`config.mk`:
```
export PLATFORM = sky130hd
export DESIGN_NAME = result_receiver_flat
export DESIGN_NICKNAME = d
export VERILOG_FILES = /design/src/rtl/result_receiver_pkg.sv /design/src/rtl/result_receiver_if.sv /design/src/rtl/result_receiver_word_assembler.sv /design/src/rtl/result_receiver.sv /design/src/flat_wrapper.sv
export SDC_FILE = /design/constraint.sdc
export NUM_CORES = 1
export LEC_CHECK = 0
export BUFFER_PORTS_ARGS = -buffer_cell sky130_fd_sc_hd__buf_2
export CORE_MARGIN = 2
export CORE_UTILIZATION = 54
export DETAILED_ROUTE_END_ITERATION = 10
export PLACE_DENSITY = 0.84
export SLEW_MARGIN = 0
export SYNTH_ARGS = -nofsm -noshare
export SYNTH_HDL_FRONTEND = slang
export SYNTH_SLANG_ARGS = --single-unit
export TNS_END_PERCENT = 1
```
`constraint.sdc`:
```
create_clock -name clk -period 3.6 [get_ports clk]
set_input_delay 1.08 -clock clk [delete_from_list [all_inputs] [get_ports clk]]
set_output_delay 1.08 -clock clk [all_outputs]
set_load 0.005 [all_outputs]
```
`src/rtl/result_receiver_pkg.sv`:
```
// Shared definitions for the result link: frame geometry, lane naming and
// small helpers used by both the receiver and the transmit-side serializer.
package result_receiver_pkg;

    localparam int NUM_WORDS      = 9;
    localparam int BYTES_PER_WORD = 3;
    localparam int FRAME_BYTES    = 27;
    localparam int WORD_W         = 18;
    localparam int PAD_BITS       = 2;

    // Widths of the byte counter (0..27) and word index (0..8).
    localparam int COUNT_W = 5;
    localparam int IDX_W   = 4;

    // Counter values with fixed width for direct comparison.
    localparam logic [COUNT_W-1:0] FRAME_CNT    = 5'd27;
    localparam logic [COUNT_W-1:0] LAST_PAD_CNT = 5'd26;

    // Position of a byte within its word.
    typedef enum logic [1:0] {
        LANE_LO  = 2'd0,
        LANE_HI  = 2'd1,
        LANE_PAD = 2'd2
    } lane_t;

    // A pad byte is malformed when any bit above the carried word bits is set.
    function automatic logic pad_bad(input logic [7:0] b);
        return |b[7:PAD_BITS];
    endfunction

    // Index of the word that the byte at position cnt belongs to.
    function automatic logic [IDX_W-1:0] word_of(input logic [COUNT_W-1:0] cnt);
        logic [COUNT_W-1:0] q;
        q = cnt / 5'd3;
        return q[IDX_W-1:0];
    endfunction

endpackage

```
`src/rtl/result_receiver_if.sv`:
```
// Byte-stream input and reassembled-result outputs of the result receiver.
interface result_receiver_if;
    import result_receiver_pkg::*;

    logic                enable;
    logic                in_valid;
    logic [7:0]          in_data;
    logic [WORD_W-1:0]   C [0:NUM_WORDS-1];
    logic                word_valid;
    logic [IDX_W-1:0]    word_idx;
    logic                done;
    logic                pad_error;
    logic                overrun;

    modport master (
        output enable, in_valid, in_data,
        input  C, word_valid, word_idx, done, pad_error, overrun
    );

    modport slave (
        input  enable, in_valid, in_data,
        output C, word_valid, word_idx, done, pad_error, overrun
    );

endinterface

```
`src/rtl/result_receiver_word_assembler.sv`:
```
// Tracks which lane the next accepted byte fills, stages the low/high bytes
// and presents the completed 18-bit word together with a strobe and a pad
// check in the cycle the pad byte is accepted.
module word_assembler
    import result_receiver_pkg::*;
(
    input  logic              clk,
    input  logic              reset,
    input  logic              clear_i,
    input  logic              accept_i,
    input  logic [7:0]        data_i,
    output logic [WORD_W-1:0] word_o,
    output logic              strobe_o,
    output logic              pad_bad_o
);

    lane_t       lane_q, lane_d;
    logic [15:0] hold_q, hold_d;

    // Next lane and holding-register contents; clearing drops any partial word.
    always_comb begin
        lane_d = lane_q;
        hold_d = hold_q;
        if (clear_i) begin
            lane_d = LANE_LO;
            hold_d = 16'd0;
        end else if (accept_i) begin
            case (lane_q)
                LANE_LO: begin
                    hold_d[7:0] = data_i;
                    lane_d      = LANE_HI;
                end
                LANE_HI: begin
                    hold_d[15:8] = data_i;
                    lane_d       = LANE_PAD;
                end
                LANE_PAD: begin
                    lane_d = LANE_LO;
                end
                default: begin
                    lane_d = LANE_LO;
                    hold_d = 16'd0;
                end
            endcase
        end else begin
            lane_d = lane_q;
            hold_d = hold_q;
        end
    end

    // Lane and holding register state.
    always_ff @(posedge clk or negedge reset) begin
        if (!reset) begin
            lane_q <= LANE_LO;
            hold_q <= 16'd0;
        end else begin
            lane_q <= lane_d;
            hold_q <= hold_d;
        end
    end

    // Completed word is formed from the staged bytes plus the live pad byte.
    always_comb begin
        strobe_o  = accept_i & ~clear_i & (lane_q == LANE_PAD);
        word_o    = {data_i[PAD_BITS-1:0], hold_q};
        pad_bad_o = strobe_o & pad_bad(data_i);
    end

endmodule

```
`src/rtl/result_receiver.sv`:
```
// Receives a 27-byte result frame and reassembles it into nine 18-bit words,
// reporting per-word completion, frame completion and sticky error flags.
module result_receiver
    import result_receiver_pkg::*;
(
    input  logic              clk,
    input  logic              reset,
    result_receiver_if.slave  bus
);

    logic                 enable_q;
    logic [COUNT_W-1:0]   count_q, count_d;
    logic [WORD_W-1:0]    c_q [0:NUM_WORDS-1];
    logic [WORD_W-1:0]    c_d [0:NUM_WORDS-1];
    logic                 word_valid_q, word_valid_d;
    logic [IDX_W-1:0]     word_idx_q, word_idx_d;
    logic                 done_q, done_d;
    logic                 pad_error_q, pad_error_d;
    logic                 overrun_q, overrun_d;

    logic                 accept_s;
    logic                 en_rise_s;
    logic [IDX_W-1:0]     widx_s;
    logic [WORD_W-1:0]    word_s;
    logic                 strobe_s;
    logic                 pad_bad_s;

    // Byte acceptance and frame-arm edge detection.
    always_comb begin
        accept_s  = bus.enable & bus.in_valid & ~done_q;
        en_rise_s = bus.enable & ~enable_q;
        widx_s    = word_of(count_q);
    end

    word_assembler u_asm (
        .clk       (clk),
        .reset     (reset),
        .clear_i   (~bus.enable),
        .accept_i  (accept_s),
        .data_i    (bus.in_data),
        .word_o    (word_s),
        .strobe_o  (strobe_s),
        .pad_bad_o (pad_bad_s)
    );

    // Next-state for counter, result words, completion pulse and flags.
    always_comb begin
        count_d      = count_q;
        c_d          = c_q;
        word_valid_d = word_valid_q;
        word_idx_d   = word_idx_q;
        done_d       = done_q;
        pad_error_d  = pad_error_q;
        overrun_d    = overrun_q;
        if (!bus.enable) begin
            // Abort: progress is lost, results and error history are kept.
            count_d      = {COUNT_W{1'b0}};
            done_d       = 1'b0;
            word_valid_d = 1'b0;
        end else begin
            word_valid_d = strobe_s;
            word_idx_d   = strobe_s ? widx_s : word_idx_q;
            done_d       = done_q | (strobe_s & (count_q == LAST_PAD_CNT));
            pad_error_d  = (en_rise_s ? 1'b0 : pad_error_q) | pad_bad_s;
            overrun_d    = (en_rise_s ? 1'b0 : overrun_q) | (bus.in_valid & done_q);
            if (accept_s && (count_q != FRAME_CNT)) begin
                count_d = count_q + 5'd1;
            end else begin
                count_d = count_q;
            end
            for (int k = 0; k < NUM_WORDS; k++) begin
                if (strobe_s && (widx_s == IDX_W'(k))) begin
                    c_d[k] = word_s;
                end else begin
                    c_d[k] = c_q[k];
                end
            end
        end
    end

    // State registers, cleared asynchronously by reset.
    always_ff @(posedge clk or negedge reset) begin
        if (!reset) begin
            enable_q     <= 1'b0;
            count_q      <= {COUNT_W{1'b0}};
            word_valid_q <= 1'b0;
            word_idx_q   <= {IDX_W{1'b0}};
            done_q       <= 1'b0;
            pad_error_q  <= 1'b0;
            overrun_q    <= 1'b0;
            for (int k = 0; k < NUM_WORDS; k++) begin
                c_q[k] <= {WORD_W{1'b0}};
            end
        end else begin
            enable_q     <= bus.enable;
            count_q      <= count_d;
            word_valid_q <= word_valid_d;
            word_idx_q   <= word_idx_d;
            done_q       <= done_d;
            pad_error_q  <= pad_error_d;
            overrun_q    <= overrun_d;
            for (int k = 0; k < NUM_WORDS; k++) begin
                c_q[k] <= c_d[k];
            end
        end
    end

    // Outputs come straight from registers.
    always_comb begin
        bus.word_valid = word_valid_q;
        bus.word_idx   = word_idx_q;
        bus.done       = done_q;
        bus.pad_error  = pad_error_q;
        bus.overrun    = overrun_q;
        for (int k = 0; k < NUM_WORDS; k++) begin
            bus.C[k] = c_q[k];
        end
    end

endmodule

```
`src/flat_wrapper.sv`:
```
// flat-port wrapper written by rule: the top's interface ports become plain ports
module result_receiver_flat import result_receiver_pkg::*;
  (clk, reset, bus_enable, bus_in_valid, bus_in_data, bus_C, bus_word_valid, bus_word_idx, bus_done, bus_pad_error, bus_overrun);
  result_receiver_if bus_i ();
  input  logic clk;
  input  logic reset;
  input wire logic [$bits(bus_i.enable)-1:0] bus_enable;
  input wire logic [$bits(bus_i.in_valid)-1:0] bus_in_valid;
  input wire logic [$bits(bus_i.in_data)-1:0] bus_in_data;
  output wire logic [$bits(bus_i.C)-1:0] bus_C;
  output wire logic [$bits(bus_i.word_valid)-1:0] bus_word_valid;
  output wire logic [$bits(bus_i.word_idx)-1:0] bus_word_idx;
  output wire logic [$bits(bus_i.done)-1:0] bus_done;
  output wire logic [$bits(bus_i.pad_error)-1:0] bus_pad_error;
  output wire logic [$bits(bus_i.overrun)-1:0] bus_overrun;
  assign bus_i.enable = bus_enable;
  assign bus_i.in_valid = bus_in_valid;
  assign bus_i.in_data = bus_in_data;
  assign bus_C = {>>{bus_i.C}};
  assign bus_word_valid = bus_i.word_valid;
  assign bus_word_idx = bus_i.word_idx;
  assign bus_done = bus_i.done;
  assign bus_pad_error = bus_i.pad_error;
  assign bus_overrun = bus_i.overrun;
  result_receiver u_core (.clk(clk), .reset(reset), .bus(bus_i));
endmodule
```
==> impl_metrics.ini <==
[outcome]
status = completed

[timing]
fin_crit_sh = 0.883
setup_viol = 0
finClkSkew_ns = 0.00857
period_needed_ns = 3.18
final-hold-violation-count = 0
worst_slew_pin_slew_ns = 0.863
rsz0062_at_grt = no
fin_ws_ns = 0.420
max_freq_ghz = 0.314
whs_ns = 0.473
tns_ns = 0
finalMaxSlewViolations = 0
max_slew_margin = 0.425

[yosys]
ys_seq_area_frac = 0.626
synth-compound-area-share = 0.0455
syn_inst = 517
synth_area_um2 = 7750
ys_seq_elements = 194
synth-adder-area-share = 0.0129
syn_nets = 537
synth_mux_area_frac = 0.241
netlist-cell-type-count = 48
synth_top_family_by_area = multiplexers
synth.avg_cell_area_um2 = 15.0
yosysWarnings = 0
synthSimpleGateAreaFrac = 0.0455
synth_xor_area_frac = 0.00226

[grt]
grt.overflow.total = 0
grt_max_degree = 95
grt_pass1_vias = 5150
grt_pass1_wl_um = 29000
antenna_found_initial = 1
track_usage = 0.258

[clocking]
clock_latency_ns = 0.43
cts.sink_count = 194
cts_tree = done
cts_resized = 0
cts_buffer_depth = 2
numCtsBuffers = 17
clkTransAtPathRegs_ns = 0.07
cts_setup_buffers = 0
cts_max_level = 4
ctsHoldBuffers = 0
clockRootBuffer = clkbuf_16

[route]
drc = 0
vias = 5025
via_per_inst = 5.63
postRouteAntennaNets = 0
finalWirelength_um = 18900
drt_iter0_drc = 298
routedWlPerCell_um = 21.1
dr.pass1.iters = 4

[setup_path]
worstSetupPathType = flop to flop
crit_path_max_fanout = 12
cp-end-kind = flop
required_ns = 3.92
critPathLaunchType = flop
cp.arrival_ns = 3.50

[pwr]
p_sw_frac = 0.235
combPwrFrac = 0.044
irDropWorstVdd_v = 0.000338
powerDensity_nw_per_um2 = 458
p_clk_frac = 0.436
internal_power_w = 0.00335
pwr-share-seq = 0.520
p_leak_nw = 5.30
power.switching_w = 0.00103

[placement]
dpl.hpwl_um = 13300
place.gp.congestion = 0.910
numPortBuffers = 181
dp_slack_ns = 0.460

[floorplan]
io_pins = 182
core.rowCount = 43
core_um2 = 13900
die_h_um = 124
die_area_um2 = 15300
die_x_um = 124
start_util = 0.556

[flow_run]
maxCapViolCount = 0

[final_layout]
fillers = 923
num-nets-final = 719
area_delta_synth_final_pct = 23.1
layout-drive-gt1-share = 0.570

[hold_path]
min_path_type = flop to flop
## critical path, cell delays in order, from the launching register on
cell      delay [ns]
dfrtp_1         0.60
a21boi_0        0.33
a21oi_1         0.08
ha_1            0.30
nor2_1          0.06
a311o_1         0.30
a311o_1         0.41
nor4_4          0.33
buf_4           0.30
mux2_2          0.36
## cells by family (layout without fill, tap and decap cells)
group           Yosys count  in the layout
fa+ha+maj                 8              8
xor+xnor                  2              2
buf+inv                  48            243
compound gates           47             47
simple gates             55             55
other cells               0              1
flops                   194            194
mux                     163            163
## cell type report
type                       instances  area (µm²)  share of cell area
antenna                            1        2.50            0.000262
clock buffer                      18         429              0.0450
clock inverter                    14         170              0.0178
inverter                           8        30.0             0.00315
multi-input combinational        275        2730               0.286
sequential                       194        4850               0.509
tap                              180         225              0.0236
timing repair buffer             203        1100               0.116
## cell usage in the layout (no fill, tap or decap), drive strengths merged, types with 2 or more instances in the layout
master and count:
a21boi 5, a21oi 4, a22o 17, a311o 2, and2 3, and3 2
and3b 2, buf 202, bufinv 2, clkbuf 19, clkinv 4, clkinvlp 2
dfrtp 194, ha 8, inv 14, mux2 162, nand2 15, nand2b 2
nand3 5, nor2 8, nor2b 3, nor3 2, nor4 4, o21ai 10
or3 2, xnor2 2
## cell usage after synthesis (all sizes together)
library cell,instances,area share
a22o,17,0.019
a31o,1,0.0011
xnor2,2,0.0023
nand3,5,0.0032
a211oi,1,0.00097
nor2b,3,0.0024
mux2i,1,0.0013
a32o,1,0.0013
a311o,2,0.0026
and3,2,0.0016
a32oi,1,0.0011
nand3b,1,0.00097
dfrtp,194,0.63
nor4b,1,0.0019
a221oi,1,0.0011
clkbuf,10,0.0048
o31ai,1,0.00097
nor2,8,0.0039
a21boi,5,0.0048
nor3,2,0.0019
inv,8,0.0039
nor3b,1,0.00097
or4,1,0.00097
a2bb2oi,1,0.0011
nor4,4,0.0087
nand4,1,0.00081
and3b,2,0.0023
or3,2,0.0016
and2,3,0.0024
or2,1,0.00081
ha,8,0.013
mux2,162,0.24
o21ai,10,0.0065
a21oi,4,0.0026
and4,1,0.0011
nand2b,2,0.0026
a2111oi,1,0.0011
nand2,15,0.0073
buf,30,0.017
a21o,1,0.00097
## worst paths after layout
path	cells past startpoint	end	start	slack (ns)
worst max-delay path	9	u_core.bus.C[25]	u_core.count_q[3]	0.42
worst min-delay path	2	u_core.bus.pad_error	u_core.bus.pad_error	0.47
worst min register to register	2	u_core.bus.pad_error	u_core.bus.pad_error	0.47
worst max register to register	9	u_core.bus.C[25]	u_core.count_q[3]	0.42
min in group asynchronous	1	u_core.bus.C[57]	reset	0.69
max in group asynchronous	2	u_core.bus.C[107]	reset	2.09
## metrics by stage
| stage | util | std cells | power, W | cell area [µm²] |
|---|---|---|---|---|
| finish | 0.685 | 893 | 0.00437 | 9550 |
| CTS | 0.685 | 892 | 0.00440 | 9540 |
| floorplan | - | 517 | 0.00239 | 7750 |
| global route | 0.685 | 892 | 0.00452 | 9540 |
| global placement | 0.642 | 860 | 0.00250 | 8940 |
| detailed placement | 0.642 | 860 | 0.00251 | 8940 |
## power by group through the flow
stage               Clock (W)  Sequential (W)  Combinational (W)
finish                0.00191         0.00227           0.000194
global route          0.00202         0.00228           0.000218
CTS                   0.00193         0.00227           0.000197
detailed placement          0         0.00231           0.000197
global placement            0         0.00231           0.000191
floorplan                   0         0.00229           0.000103
## flip-flops by register name, indices dropped and copies added, names as in the netlist
signal and cells:
u_core.bus.C 162, u_core.bus.done 1, u_core.bus.overrun 1, u_core.bus.pad_error 1, u_core.bus.word_idx 4, u_core.bus.word_valid 1
u_core.count_q 5, u_core.enable_q 1, u_core.u_asm.hold_q 16, u_core.u_asm.lane_q 2
## routing by layer
layer / up-vias / global-route usage / wire length (µm)
met4: 0 / 0.0952 / 430
met3: 32 / 0.0801 / 1330
met2: 192 / 0.413 / 9410
met1: 2608 / 0.333 / 7720
li1: 2193 / - / -
met5: - / 0 / 0
Power figures use the tool's default switching activity.
